$ cat config.mk
export PLATFORM = sky130hd
export DESIGN_NAME = rr_arb_16_4
export DESIGN_NICKNAME = d
export VERILOG_FILES = /design/src/rtl/rr_arb_16_4.sv
export SDC_FILE = /design/constraint.sdc
export NUM_CORES = 1
export LEC_CHECK = 0
export ABC_AREA = 1
export BUFFER_PORTS_ARGS = -buffer_cell sky130_fd_sc_hd__buf_2
export CAP_MARGIN = 20
export CORE_UTILIZATION = 45
export CTS_BUF_LIST = sky130_fd_sc_hd__clkbuf_8
export CTS_CLUSTER_DIAMETER = 80
export DETAILED_ROUTE_END_ITERATION = 16
export GPL_TIMING_DRIVEN = 0
export PLACE_DENSITY = 0.71
export RECOVER_POWER = 50
export SLEW_MARGIN = 15
export SYNTH_ARGS = -nofsm -noshare
export SYNTH_HDL_FRONTEND = slang
export SYNTH_SLANG_ARGS = --single-unit
$ cat constraint.sdc
create_clock -name clk -period 6.25 [get_ports clk]
set_input_delay 0.3125 -clock clk [delete_from_list [all_inputs] [get_ports clk]]
set_output_delay 0.3125 -clock clk [all_outputs]
set_load 0.01 [all_outputs]
$ cat src/rtl/rr_arb_16_4.sv
// Round-robin arbiter: 16 requesters, one-hot grant plus 4-bit index.
// Grants are held until done, request drop, or hold-limit timeout.
module rr_arb_16_4 #(
    parameter int N        = 16,
    parameter int IW       = 4,
    parameter int HOLD_MAX = 8,
    parameter int CW       = 8
) (
    input  logic          clk,
    input  logic          rst,
    input  logic [N-1:0]  req,
    input  logic          done,
    output logic [N-1:0]  gnt,
    output logic [IW-1:0] gnt_idx,
    output logic          gnt_vld,
    output logic          tmo
);

    typedef enum logic {
        IDLE = 1'b0,
        BUSY = 1'b1
    } state_t;

    state_t        state;
    logic [IW-1:0] ptr;
    logic [CW-1:0] cnt;
    logic [IW-1:0] win;
    logic          found;
    logic [IW-1:0] scan;

    localparam logic [CW-1:0] CNT_LAST = CW'(HOLD_MAX - 1);
    localparam logic [N-1:0]  ONE      = {{(N-1){1'b0}}, 1'b1};

    // Rotating first-set scan starting at ptr, wrapping via index overflow.
    always_comb begin
        win   = '0;
        found = 1'b0;
        scan  = '0;
        for (int i = 0; i < N; i++) begin
            scan = ptr + IW'(i);
            if (!found && req[scan]) begin
                win   = scan;
                found = 1'b1;
            end
        end
    end

    always_ff @(posedge clk) begin
        if (rst) begin
            state   <= IDLE;
            gnt     <= '0;
            gnt_idx <= '0;
            gnt_vld <= 1'b0;
            tmo     <= 1'b0;
            ptr     <= '0;
            cnt     <= '0;
        end else begin
            tmo <= 1'b0;
            unique case (state)
                IDLE: begin
                    if (found) begin
                        state   <= BUSY;
                        gnt     <= ONE << win;
                        gnt_idx <= win;
                        gnt_vld <= 1'b1;
                        cnt     <= '0;
                    end
                end
                BUSY: begin
                    if (done || !req[gnt_idx] || cnt == CNT_LAST) begin
                        state   <= IDLE;
                        gnt     <= '0;
                        gnt_idx <= '0;
                        gnt_vld <= 1'b0;
                        ptr     <= gnt_idx + 1'b1;
                        tmo     <= !done && req[gnt_idx];
                    end else begin
                        cnt <= cnt + 1'b1;
                    end
                end
                default: state <= IDLE;
            endcase
        end
    end

endmodule

==> summary.md, run 1 <==
| Metric | Value |
|---|---|
| Status | `finished, final reports clean` |
| Diodes inserted | `0` |
| Maximum clock frequency | `218 MHz` |
| H-tree levels | `2` |
| CP max stage cell | `clkbuf_1` |
| Initial Util | `0.468` |
| Mapped Nets | `629` |
| Final net count | `675` |
| Io pins | `41` |
| Slowest stage delay, CP | `0.62 ns` |
| Sequential share of the synthesized area | `0.204` |
| Synthesis Warnings | `0` |
| Cell with the most instances on the worst path | `nand3_1` |
| Area delta synth->final | `10.9%` |
| Rel. slew slack | `0.482` |
| Hold buffer count at CTS | `0` |
| Pre-antenna DRT Iters | `6` |
| Core area | `approximately 7300 sq um` |
| Die height | `a little under 90 microns` |
| Vias in the first global route | `roughly 3,600` |
| Switching Power | `0.000992 W` |
| Slew Viols, Final | `0` |
| Simple-Gate Fraction of Synth Area | `0.526` |
| Final-report hold violation count | `0` |
| GR peak layer | `met2` |
| Startpoint types | `flip-flop` |
| Met2 usage | `0.483` |
| Mux share of post-synthesis cell area | `0` |
| Post-DP HPWL | `8520 microns` |
| Worst Setup End Kind | `flip-flop` |
| CTS tree | `done` |
| Routed WL per cell | `14.1 microns` |
| Met3 usage | `0.0425` |
| Max Clock Skew | `about 0.0027 ns` |
| Largest family of logic cells by synthesized area | `simple AND/OR/NAND/NOR gates` |
| Worst-path cell chain | `inv_1 -> clkbuf_1 -> ha_1 -> inv_2 -> buf_2 -> nand3_1 -> nand3_1 -> nand3_1 -> nand2_1 -> nand4_4 -> nor2_4 -> nand4_2 -> nor2_4 -> nand4_2 -> nor2_4 -> nand3_1 -> clkinv_1 -> nand2_1 -> nand3_1 -> nand2_1 -> nor2_1 -> nand2_1 -> a21oi_1` |
| Worst Hold Class | `in -> reg` |
| Post-Synthesis Cells | `601` |
| Post-place setup slack | `2.06 ns` |
| Drt total wl | `10,500 microns` |
| Overflow after GRT | `0` |
| CTS root buf | `clkbuf_8` |
| Post-route DRC | `0` |
| Cts repair resizes | `0` |
| Layout Utilization | `0.519` |
| Num CTS Buffers | `5` |
| Gp weighted congestion | `roughly 0.93` |
| Synth cell types | `41` |
| Placed insts | `739` |
| Power Internal | `0.000695 W` |
| Count of input and output buffers | `39` |
| Top-count cell post-synth | `nand2_1` |
| Synth top area share | `0.208` |
| Final period util | `0.733` |
| Via count | `~4,100` |
| Post-CTS Setup Inserts | `0` |
| Area contributors post-synth | `nand2_1 21%, dfxtp_1 20%, nand3_1 16%, nor2_1 7.2%, inv_1 4.9%` |
| Post-synth top flop | `dfxtp_1` |
| Final Non-Filler Cells | `between 700 and 800` |
| Number of cell rows | `31` |
| Final setup vio count | `0` |
| Slew @ Worst Pin | `approximately 0.77 ns` |
| Yosys top cell by area | `nand2_1` |
| Die X | `89.3 microns` |
| Reg2Reg Depth | `23` |
| Mean Syn Cell Area | `~5.7 sq um` |
| DR iter-0 viols | `402` |
| Max Cap Violations | `0` |
| Compound-Gate Fraction of Synth Area | `0.121` |
| Ys async rst share | `0` |
| Clock Sinks | `35` |
| Hold depth | `2` |
| Req. time, crit path | `6.47 ns` |
| Clock share of power | `0.093` |
| Routed vias/inst | `5.53` |
| Tot GR Track Use | `0.279` |
| Fin Setup TNS | `0 ns` |
| Clk slew on worst S/H paths | `0.07 ns` |
| Crit path DAT | `4.80 ns` |
| Sw Ratio | `0.588` |
| Largest net degree at the start of global routing | `14` |
| Tmin final | `4.58 ns` |
| Setup WS post-layout | `about 1.7 ns` |
| Pleak | `1.76 nW` |
| Antenna violations before repair | `0` |
| Ratio of cells with drive above 1 in the final layout | `0.0941` |
| Flop pwr share | `0.171` |
| FF+latch count, synth | `35` |
| Xor and xnor fraction of the mapped netlist area | `0.0281` |
| Remaining antenna violation count | `0` |
| EDFF count, synth | `0` |
| First-pass GRT wire length | `17,100 microns` |
| Post-Syn Area | `3430 sq um` |
| Power Dens Cells | `443 nW/um^2` |
| Maximum root-to-sink buffer count | `2` |
| Max IR drop VDD | `around 0.19 mV` |
| Post-Synth Adder-Cell Area | `0.0328` |
| Total power | `0.00169 W` |
| Setup Crit Path Kind | `reg -> reg` |
| Clock Latency Late Sink | `0.29 ns` |
| Met1 Usage GRT | `0.356` |
| Synth top cells by count | `190 x nand2_1, 110 x nand3_1, 66 x nor2_1, 45 x inv_1, 35 x dfxtp_1` |
| Crit Path Max Fanout | `13` |
| Die footprint | `7980 sq um` |
| Combinational group share of total power | `0.736` |
| RSZ-0062 raised after global routing | `false` |
==> flip-flops by register name, summed over array words and instances, names as in the netlist <==
name / flops
gnt_idx: 4
gnt: 16
gnt_vld: 1
tmo: 1
ptr: 4
state: 1
cnt: 8
==> per-layer routing <==
metal	vias to the layer above	part of all wire
li1	2085	-
met1	1856	0.44
met2	170	0.47
met3	22	0.070
met4	0	0.021
met5	-	0
==> metrics by stage <==
stage	area (sq um)	hold WS, ns
6_report	3810	0.376
5_1_grt	3810	0.379
4_1_cts	3840	0.376
3_5_place_dp	3750	0.454
3_3_place_gp	3750	0.450
2_1_floorplan	3430	0.467
==> worst max-delay path: cells and delay by family, from the launching register on <==
| family | cells | cell delay (ns) |
|---|---|---|
| flops | 1 | 0.41 |
| buf+inv | 5 | 1.30 |
| compound gates | 1 | 0.14 |
| simple gates | 16 | 2.21 |
| fa+ha+maj | 1 | 0.44 |
==> cell families after synthesis <==
group,Yosys count
xor+xnor,11
simple gates,402
buf+inv,72
flops,35
compound gates,72
fa+ha+maj,9
==> power by group through the flow <==
stage	clock network, W	registers (W)	logic, W
finish	0.000156	0.000289	0.00124
CTS	0.000162	0.000287	0.00123
floorplan	0	0.000300	0.000905
global placement	0	0.000291	0.00121
detailed placement	0	0.000292	0.00122
global route	0.000171	0.000293	0.00138
==> cell type report <==
cell class	count	area, sq um
Fill cell	781	3520
Multi-Input combinational cell	494	2430
Sequential cell	35	701
Inverter	56	210
Timing Repair Buffer	39	168
Tap cell	99	124
Buffer	16	90.1
Clock buffer	5	68.8
Clock inverter	3	16.3
==> layout by cell type (no fill, tap or decap), types with 5 or more instances in the layout <==
cell	n
inv_2	9
nand3_1	110
xor2_1	6
buf_2	23
clkbuf_8	5
clkbuf_1	27
o21ai_0	16
ha_1	9
inv_1	46
o22ai_1	5
dfxtp_1	35
nor2_1	66
nand4_1	11
xnor2_1	5
nand2_1	190
a21oi_1	30
nor3_1	9
==> worst paths after layout <==
kind	from	slack, ns	to
worst min-delay path	rst	0.38	gnt_idx[0]
worst max-delay path	ptr[1]	1.67	gnt[3]
worst max register to register	ptr[1]	1.67	gnt[3]
worst min register to register	gnt[0]	0.46	gnt[0]
Note: power is estimated with default switching activity, not from simulation.
==> run 2, diff against run 1 <==
--- a/config.mk
+++ b/config.mk
@@ -5,7 +5,7 @@
 export SDC_FILE = /design/constraint.sdc
 export NUM_CORES = 1
 export LEC_CHECK = 0
-export ABC_AREA = 1
+export ABC_AREA = 0
 export BUFFER_PORTS_ARGS = -buffer_cell sky130_fd_sc_hd__buf_2
 export CAP_MARGIN = 20
 export CORE_UTILIZATION = 45
@@ -13,7 +13,7 @@
 export CTS_CLUSTER_DIAMETER = 80
 export DETAILED_ROUTE_END_ITERATION = 16
 export GPL_TIMING_DRIVEN = 0
-export PLACE_DENSITY = 0.71
+export PLACE_DENSITY = 0.73
 export RECOVER_POWER = 50
 export SLEW_MARGIN = 15
 export SYNTH_ARGS = -nofsm -noshare
==> constraint.sdc (replaced) <==
create_clock -name clk -period 4.05 [get_ports clk]
set_input_delay 0.2025 -clock clk [delete_from_list [all_inputs] [get_ports clk]]
set_output_delay 0.2025 -clock clk [all_outputs]
set_load 0.01 [all_outputs]
==> run 2 against run 1 <==
Against the previous run:
- final cell count is 20% lower
- critical path depth is 8 lower
- first-iteration DRC count is 19% lower
- fmax is 17% higher
- clock skew is 0.0021 ns higher
- synthesized area is 13% higher
- sequential power is 45% higher
- sequential share of layout area is 3.3 points lower
- largest cell class unchanged
- highest routed layer unchanged
==> summary.md, run 2 <==
| Metric | Value |
|---|---|
| Clock share of power | `0.113 (+0.020)` |
| Fin Setup TNS | `0 ns (unchanged)` |
| Setup Crit Path Kind | `reg -> reg` |
| Crit path DAT | `4.11 ns (-0.69 ns)` |
| Remaining antenna violation count | `0 (unchanged)` |
| Post-layout instance area | `4680 sq um (+23%)` |
| Synthesis Warnings | `0 (unchanged)` |
| Power Dens Cells | `528 nW/um^2 (+19%)` |
| DR iter-0 viols | `324 (-19%)` |
| Tmin final | `3.93 ns (-0.653 ns)` |
| Largest registers | `gnt x16, cnt x8` |
| Mapped Nets | `457 (-27%)` |
| First-pass GRT wire length | `19,000 microns (+11%)` |
| Combinational group share of total power | `0.718 (-0.018)` |
| Post-Synthesis Cells | `429 (-29%)` |
| Hold_ws | `0.291 ns (-0.0853 ns)` |
| Slew Viols, Final | `0 (unchanged)` |
| Power Internal | `0.00131 W (+88%)` |
| Synth cell types | `70 (+71%)` |
| Hold buffer count at CTS | `0 (unchanged)` |
| Startpoint types | `flip-flop` |
| Pre-antenna DRT Iters | `6 (unchanged)` |
| Tot GR Track Use | `0.273 (-0.00541)` |
| Worst R2R Start | `ptr[1]` |
| Post-Syn Area | `3870 sq um (+13%)` |
| Flop pwr share | `0.169 (-0.002)` |
| Largest net degree at the start of global routing | `19 (+5)` |
| Clock Latency Late Sink | `0.29 ns (about the same)` |
| Initial Util | `0.468 (about the same)` |
| Synth top cells by count | `42 x nand2_1, 35 x dfxtp_1, 34 x mux4_2, 34 x nor2_1, 24 x a21oi_1` |
| Area delta synth->final | `21.1%` |
| Placed insts | `573 (-22%)` |
| Num CTS Buffers | `5 (unchanged)` |
| Final net count | `519 (-23%)` |
| Maximum root-to-sink buffer count | `2 (unchanged)` |
| Die X | `94.7 microns (+6.0%)` |
| Area post-placement | `4240 sq um (+13%)` |
| Maximum clock frequency | `255 MHz (+17%)` |
| Routed vias/inst | `6.65 (+20%)` |
| EDFF count, synth | `0 (unchanged)` |
| Top-count cell post-synth | `nand2_1` |
| Post-DP HPWL | `8430 microns (-1.1%)` |
| Post-synth top flop | `dfxtp_1` |
| Core area | `8260 sq um (+13%)` |
| Vias in the first global route | `3,704 (+2.0%)` |
| Final Non-Filler Cells | `597 (-20%)` |
| Yosys top cell by area | `mux4_2` |
| Overflow after GRT | `0 (unchanged)` |
| Hold depth | `3 (+1)` |
| Post-route DRC | `0 (unchanged)` |
| Worst Setup End Kind | `flip-flop` |
| Synth top area share | `0.198 (-0.00974)` |
| Gp weighted congestion | `0.950 (+1.7%)` |
| Number of cell rows | `33 (+6.5%)` |
| H-tree levels | `2 (unchanged)` |
| Die height | `94.7 microns (+6.0%)` |
| Req. time, crit path | `4.23 ns (-2.24 ns)` |
| Diodes inserted | `0 (unchanged)` |
| Clock Sinks | `35 (unchanged)` |
| Antenna violations before repair | `0 (unchanged)` |
| CTS root buf | `clkbuf_8` |
| Area contributors post-synth | `mux4_2 20%, dfxtp_1 18%, mux2i_1 5.4%, a22o_1 4.1%, mux2_2 4.1%` |
| Rel. slew slack | `0.562 (+0.0806)` |
| Sw Ratio | `0.471 (-0.117)` |
| Pleak | `1.68 nW (-4.5%)` |
| Routed WL per cell | `20.3 microns (+44%)` |
| Max FFs per register | `16 (unchanged)` |
| Drt total wl | `12,100 microns (+15%)` |
| Clk slew on worst S/H paths | `0.07 ns (about the same)` |
| Final period util | `0.969 (+0.237)` |
| Hold Startpoint | `done` |
| CTS tree | `done` |
| Largest Register | `gnt` |
| Slew @ Worst Pin | `0.638 ns (-0.131 ns)` |
| Io pins | `41 (unchanged)` |
| FF+latch count, synth | `35 (unchanged)` |
| Max Clock Skew | `0.00479 ns (+0.00213 ns)` |
| Switching Power | `0.00117 W (+18%)` |
| Count of input and output buffers | `39 (unchanged)` |
| Max IR drop VDD | `0.271 mV (+41%)` |
| Worst setup path startpoint | `ptr[1]` |
| Max Cap Violations | `0 (unchanged)` |
| Sequential share of the synthesized area | `0.181 (-0.0229)` |
| Final-report hold violation count | `0 (unchanged)` |
| Die footprint | `8970 sq um (+12%)` |
| Reg2Reg Depth | `15 (-35%)` |
| Worst Hold Class | `in -> reg` |
| Most frequent cells in the layout | `42 x nand2_1, 34 x mux4_2, 33 x dfxtp_1` |
| Final setup vio count | `0 (unchanged)` |
| Via count | `3,971 (-3.9%)` |
| Crit Path Max Fanout | `9 (-4)` |
| Status | `finished, final reports clean` |
| Ratio of cells with drive above 1 in the final layout | `0.303 (+0.209)` |
| Commonest non-fill, non-tap cell in the layout | `nand2_1` |
| Mean Syn Cell Area | `9.01 sq um (+58%)` |
| Ys async rst share | `0 (unchanged)` |
==> run 2: cell types whose count changed after synthesis, moves of 21 or more <==
cell,previous run,this run
inv_1,45,8
mux2i_1,0,21
mux4_2,0,34
nand2_1,190,42
nand3_1,110,23
nor2_1,66,34
==> run 2: final cells by class <==
cell class	instances	area, sq um
multi-input cells	361	3210
plain buffers	21	174
clock inverters	1	3.75
repair buffers	57	307
fillers	741	3570
clock buffers	7	96.3
flip-flops and latches	35	708
inverters	10	50.0
well taps	105	131
==> run 2: worst paths after layout <==
kind	endpoint	slack (ns)
max	gnt[6]	0.12
min	tmo	0.29
max reg2reg	gnt[6]	0.12
min reg2reg	gnt[7]	0.48
==> run 2: critical path: stages (launching register included) <==
cell and delay [ns]:
dfxtp_4 0.36, buf_12 0.11, buf_16 0.11, inv_4 0.07
ha_4 0.33, buf_12 0.13, mux4_2 0.55, mux2_4 0.33
mux2i_4 0.19, nand4_4 0.15, or2_4 0.32, o41a_1 0.37
a22o_4 0.30, o21ai_4 0.19, a21oi_2 0.08, a22o_1 0.22
==> run 2: logic make-up after synthesis <==
group | after synthesis | synth area share
AOI/OAI and AO/OA | 118 | 0.216
xor gates and xnor gates | 16 | 0.0401
adders and majority gates | 9 | 0.0291
buffers and inverters | 33 | 0.0417
DFF | 35 | 0.181
muxes | 71 | 0.303
and+or+nand+nor | 147 | 0.189
==> run 2: timing repair <==
| item | CTS | global route |
|---|---|---|
| endpoints found under the hold margin | 0 | 0 |
| endpoints found under the setup margin | 30 | 20 |
| gates resized for setup | 35 | 26 |
| pin swaps | 4 | 8 |
| setup buffers | 12 | 6 |
==> run 2: layer usage <==
layer / GRT usage / up-vias / wire length [microns] / share of wire
li1: - / 1784 / - / -
met1: 0.366 / 1891 / 4930 / 0.41
met2: 0.437 / 250 / 5760 / 0.47
met3: 0.0443 / 46 / 974 / 0.080
met4: 0.112 / 0 / 488 / 0.040
met5: 0 / - / 0 / 0
==> run 2: through the flow <==
stage / utilization / setup slack (ns) / power (W)
floorplan: - / 0.0191 / 0.00154
global placement: 0.514 / -1.13 / 0.00184
detailed placement: 0.514 / -1.18 / 0.00188
CTS: 0.553 / 0.00165 / 0.00231
global route: 0.567 / -0.0136 / 0.00262
finish: 0.567 / 0.124 / 0.00247
==> run 2: power groups by stage <==
stage | Sequential (W) | Combinational (W) | Clock [W]
3_5_place_dp | 0.000426 | 0.00145 | 0
6_report | 0.000419 | 0.00178 | 0.000279
3_3_place_gp | 0.000423 | 0.00142 | 0
4_1_cts | 0.000416 | 0.00161 | 0.000286
5_1_grt | 0.000423 | 0.00190 | 0.000299
2_1_floorplan | 0.000431 | 0.00111 | 0
==> run 3, diff against run 2 <==
--- a/config.mk
+++ b/config.mk
@@ -8,12 +8,12 @@
 export ABC_AREA = 0
 export BUFFER_PORTS_ARGS = -buffer_cell sky130_fd_sc_hd__buf_2
 export CAP_MARGIN = 20
-export CORE_UTILIZATION = 45
+export CORE_UTILIZATION = 56
 export CTS_BUF_LIST = sky130_fd_sc_hd__clkbuf_8
 export CTS_CLUSTER_DIAMETER = 80
 export DETAILED_ROUTE_END_ITERATION = 16
 export GPL_TIMING_DRIVEN = 0
-export PLACE_DENSITY = 0.73
+export PLACE_DENSITY = 0.87
 export RECOVER_POWER = 50
 export SLEW_MARGIN = 15
 export SYNTH_ARGS = -nofsm -noshare
==> run 3 against run 2 <==
Against the previous run:
- sequential share of layout area increased by 0.14 points
- final area decreased by 0.75%
- combinational power is essentially flat
- register-to-register slack worse by 0.12 ns
- routed wire length is 4.9% higher
- core utilization increased by 15 points
- critical path depth fell by 1
- count of clock-buffer cells in the layout down 1
- sequential cell count unchanged
- sequential power hardly changed
- fmax decreased by 3.0%
- clock power shrank 6%
- largest cell class unchanged
- largest power group unchanged
==> summary.md, run 3 (synthesized netlist as in run 2, its figures left out) <==
| Metric | Value |
|---|---|
| Initial Util | `0.595 (+0.127)` |
| Final setup vio count | `0 (unchanged)` |
| Status | `finished, final reports clean` |
| Power Dens Cells | `530 nW/um^2 (+0.21%)` |
| Die X | `85.1 microns (-10%)` |
| Remaining antenna violation count | `0 (unchanged)` |
| Clock Latency Late Sink | `0.29 ns (about the same)` |
| Cell with the most instances on the worst path | `mux4_2` |
| Slowest stage delay, CP | `0.55 ns (about the same)` |
| Max Cap Violations | `0 (unchanged)` |
| Core area | `6490 sq um (-21%)` |
| Worst-path cell chain | `buf_6 -> clkbuf_8 -> clkinv_4 -> ha_1 -> buf_4 -> mux4_2 -> mux4_2 -> nor2_4 -> nand3_2 -> nor3_4 -> nand2_1 -> a31o_2 -> and2_4 -> a22o_1` |
| Gp weighted congestion | `0.941 (-0.94%)` |
| Die height | `85.1 microns (-10%)` |
| Final period util | `1.00 (+0.0301)` |
| DR iter-0 viols | `530 (+64%)` |
| Startpoint types | `flip-flop` |
| Vias in the first global route | `3,702 (-0.054%)` |
| Diodes inserted | `0 (unchanged)` |
| Num CTS Buffers | `5 (unchanged)` |
| Worst Hold Class | `in -> reg` |
| Rel. slew slack | `0.574 (+0.0121)` |
| Largest registers | `gnt x16, cnt x8` |
| Max FFs per register | `16 (unchanged)` |
| Worst Setup End Kind | `flip-flop` |
| Count of input and output buffers | `39 (unchanged)` |
| Slew @ Worst Pin | `0.621 ns (-0.0177 ns)` |
| Pre-antenna DRT Iters | `5 (-1)` |
| Number of cell rows | `29 (-12%)` |
| Routed WL per cell | `22.2 microns (+8.9%)` |
| Commonest non-fill, non-tap cell in the layout | `nand2_1` |
| Setup Crit Path Kind | `reg -> reg` |
| Crit path DAT | `4.23 ns (+0.12 ns)` |
| Final net count | `526 (+1.3%)` |
| Maximum root-to-sink buffer count | `2 (unchanged)` |
| Crit Path Max Fanout | `10 (+1)` |
| Layout fillers | `456 (-38%)` |
| Antenna violations before repair | `0 (unchanged)` |
| Io pins | `41 (unchanged)` |
| Post-layout instance area | `4650 sq um (-0.75%)` |
| CTS tree | `done` |
| Slew Viols, Final | `0 (unchanged)` |
| Die footprint | `7240 sq um (-19%)` |
| Pleak | `1.71 nW (+1.4%)` |
| Drt total wl | `12,700 microns (+4.9%)` |
| H-tree levels | `2 (unchanged)` |
| Maximum clock frequency | `247 MHz (-3.0%)` |
| Post-DP HPWL | `8680 microns (+2.9%)` |
| Clk slew on worst S/H paths | `0.07 ns (about the same)` |
| Final-report hold violation count | `0 (unchanged)` |
| Final Non-Filler Cells | `575 (-3.7%)` |
| Clock Sinks | `35 (unchanged)` |
| Largest net degree at the start of global routing | `19 (unchanged)` |
| Tot GR Track Use | `0.336 (+0.0632)` |
| Most frequent cells in the layout | `42 x nand2_1, 34 x mux4_2, 32 x nor2_1, 32 x dfxtp_1, 28 x clkbuf_1` |
| Tmin final | `4.05 ns (+0.122 ns)` |
| Overflow after GRT | `0 (unchanged)` |
| Via count | `4,159 (+4.7%)` |
| First-pass GRT wire length | `18,900 microns (-0.55%)` |
| Max IR drop VDD | `0.353 mV (+30%)` |
| Area delta synth->final | `20.2%` |
| Max Clock Skew | `0.00586 ns (+0.00106 ns)` |
| CTS root buf | `clkbuf_8` |
| CP max stage cell | `mux4_2` |
| Hold buffer count at CTS | `0 (unchanged)` |
| Req. time, crit path | `4.23 ns (about the same)` |
| Ratio of cells with drive above 1 in the final layout | `0.315 (+0.0124)` |
| Largest Register | `gnt` |
| Post-route DRC | `0 (unchanged)` |
| Routed vias/inst | `7.23 (+8.7%)` |
| Placed insts | `545 (-4.9%)` |
| Area post-placement | `4210 sq um (-0.83%)` |
run 3: changes by cell type in the layout (fill, tap and decap cells not counted), sizes merged:
cell    change
buf         +7
clkbuf      -1
clkinv      +1
inv         -1
run 3: final cells by class:
cell class | count | area [sq um] | share of cell area
clock buffers | 6 | 82.6 | 0.0178
flip-flops and latches | 35 | 709 | 0.153
plain buffers | 21 | 163 | 0.0350
well taps | 77 | 96.3 | 0.0207
repair buffers | 64 | 355 | 0.0764
multi-input cells | 361 | 3180 | 0.685
inverters | 10 | 55.1 | 0.0118
clock inverters | 1 | 5.00 | 0.00108
run 3: stage by stage:
stage                     TNS, ns  total power [W]   util  setup slack, ns  hold slack [ns]
after floorplan                 0          0.00154      -           0.0191            0.396
after global placement     -21.38          0.00183  0.648           -0.990            0.460
after detailed placement   -22.78          0.00188  0.648            -1.05            0.461
after CTS                       0          0.00226  0.694           0.0135            0.245
after global routing       -0.942          0.00256  0.716          -0.0934            0.245
final                           0          0.00246  0.716          0.00189            0.236
run 3: power breakdown:
| part | switching (W) | internal [W] |
|---|---|---|
| logic | 0.00102 | 0.000765 |
| registers | 0.0000374 | 0.000382 |
| clock network | 0.000127 | 0.000133 |
run 3: repair_timing:
action | CTS | global route
buffers inserted | 12 | 13
setup endpoints to repair | 30 | 18
pin swaps | 7 | 10
gates resized for setup | 33 | 26
run 3: worst paths after layout:
kind | depth (start not counted) | slack, ns | endpoint | from
hold reg to reg | 1 | 0.48 | gnt[8] | gnt[8]
setup / recovery | 14 | 0.002 | gnt[5] | ptr[2]
setup reg to reg | 14 | 0.002 | gnt[5] | ptr[2]
hold / removal | 3 | 0.24 | tmo | done
run 3: routing by layer:
layer  vias up  share of wire  track usage
met4         0          0.034       0.0878
met1      1960           0.37        0.442
met5         -              0            0
met3        50           0.10       0.0360
met2       354           0.49        0.592
li1       1795              -            -
run 3: worst max-delay path: cells and delay by family (launching register included):
kind,cells,cell delay [ns]
fa+ha+maj,1,0.36
flops,1,0.40
simple gates,5,1.02
buf+inv,4,0.73
mux,2,0.89
compound gates,2,0.53
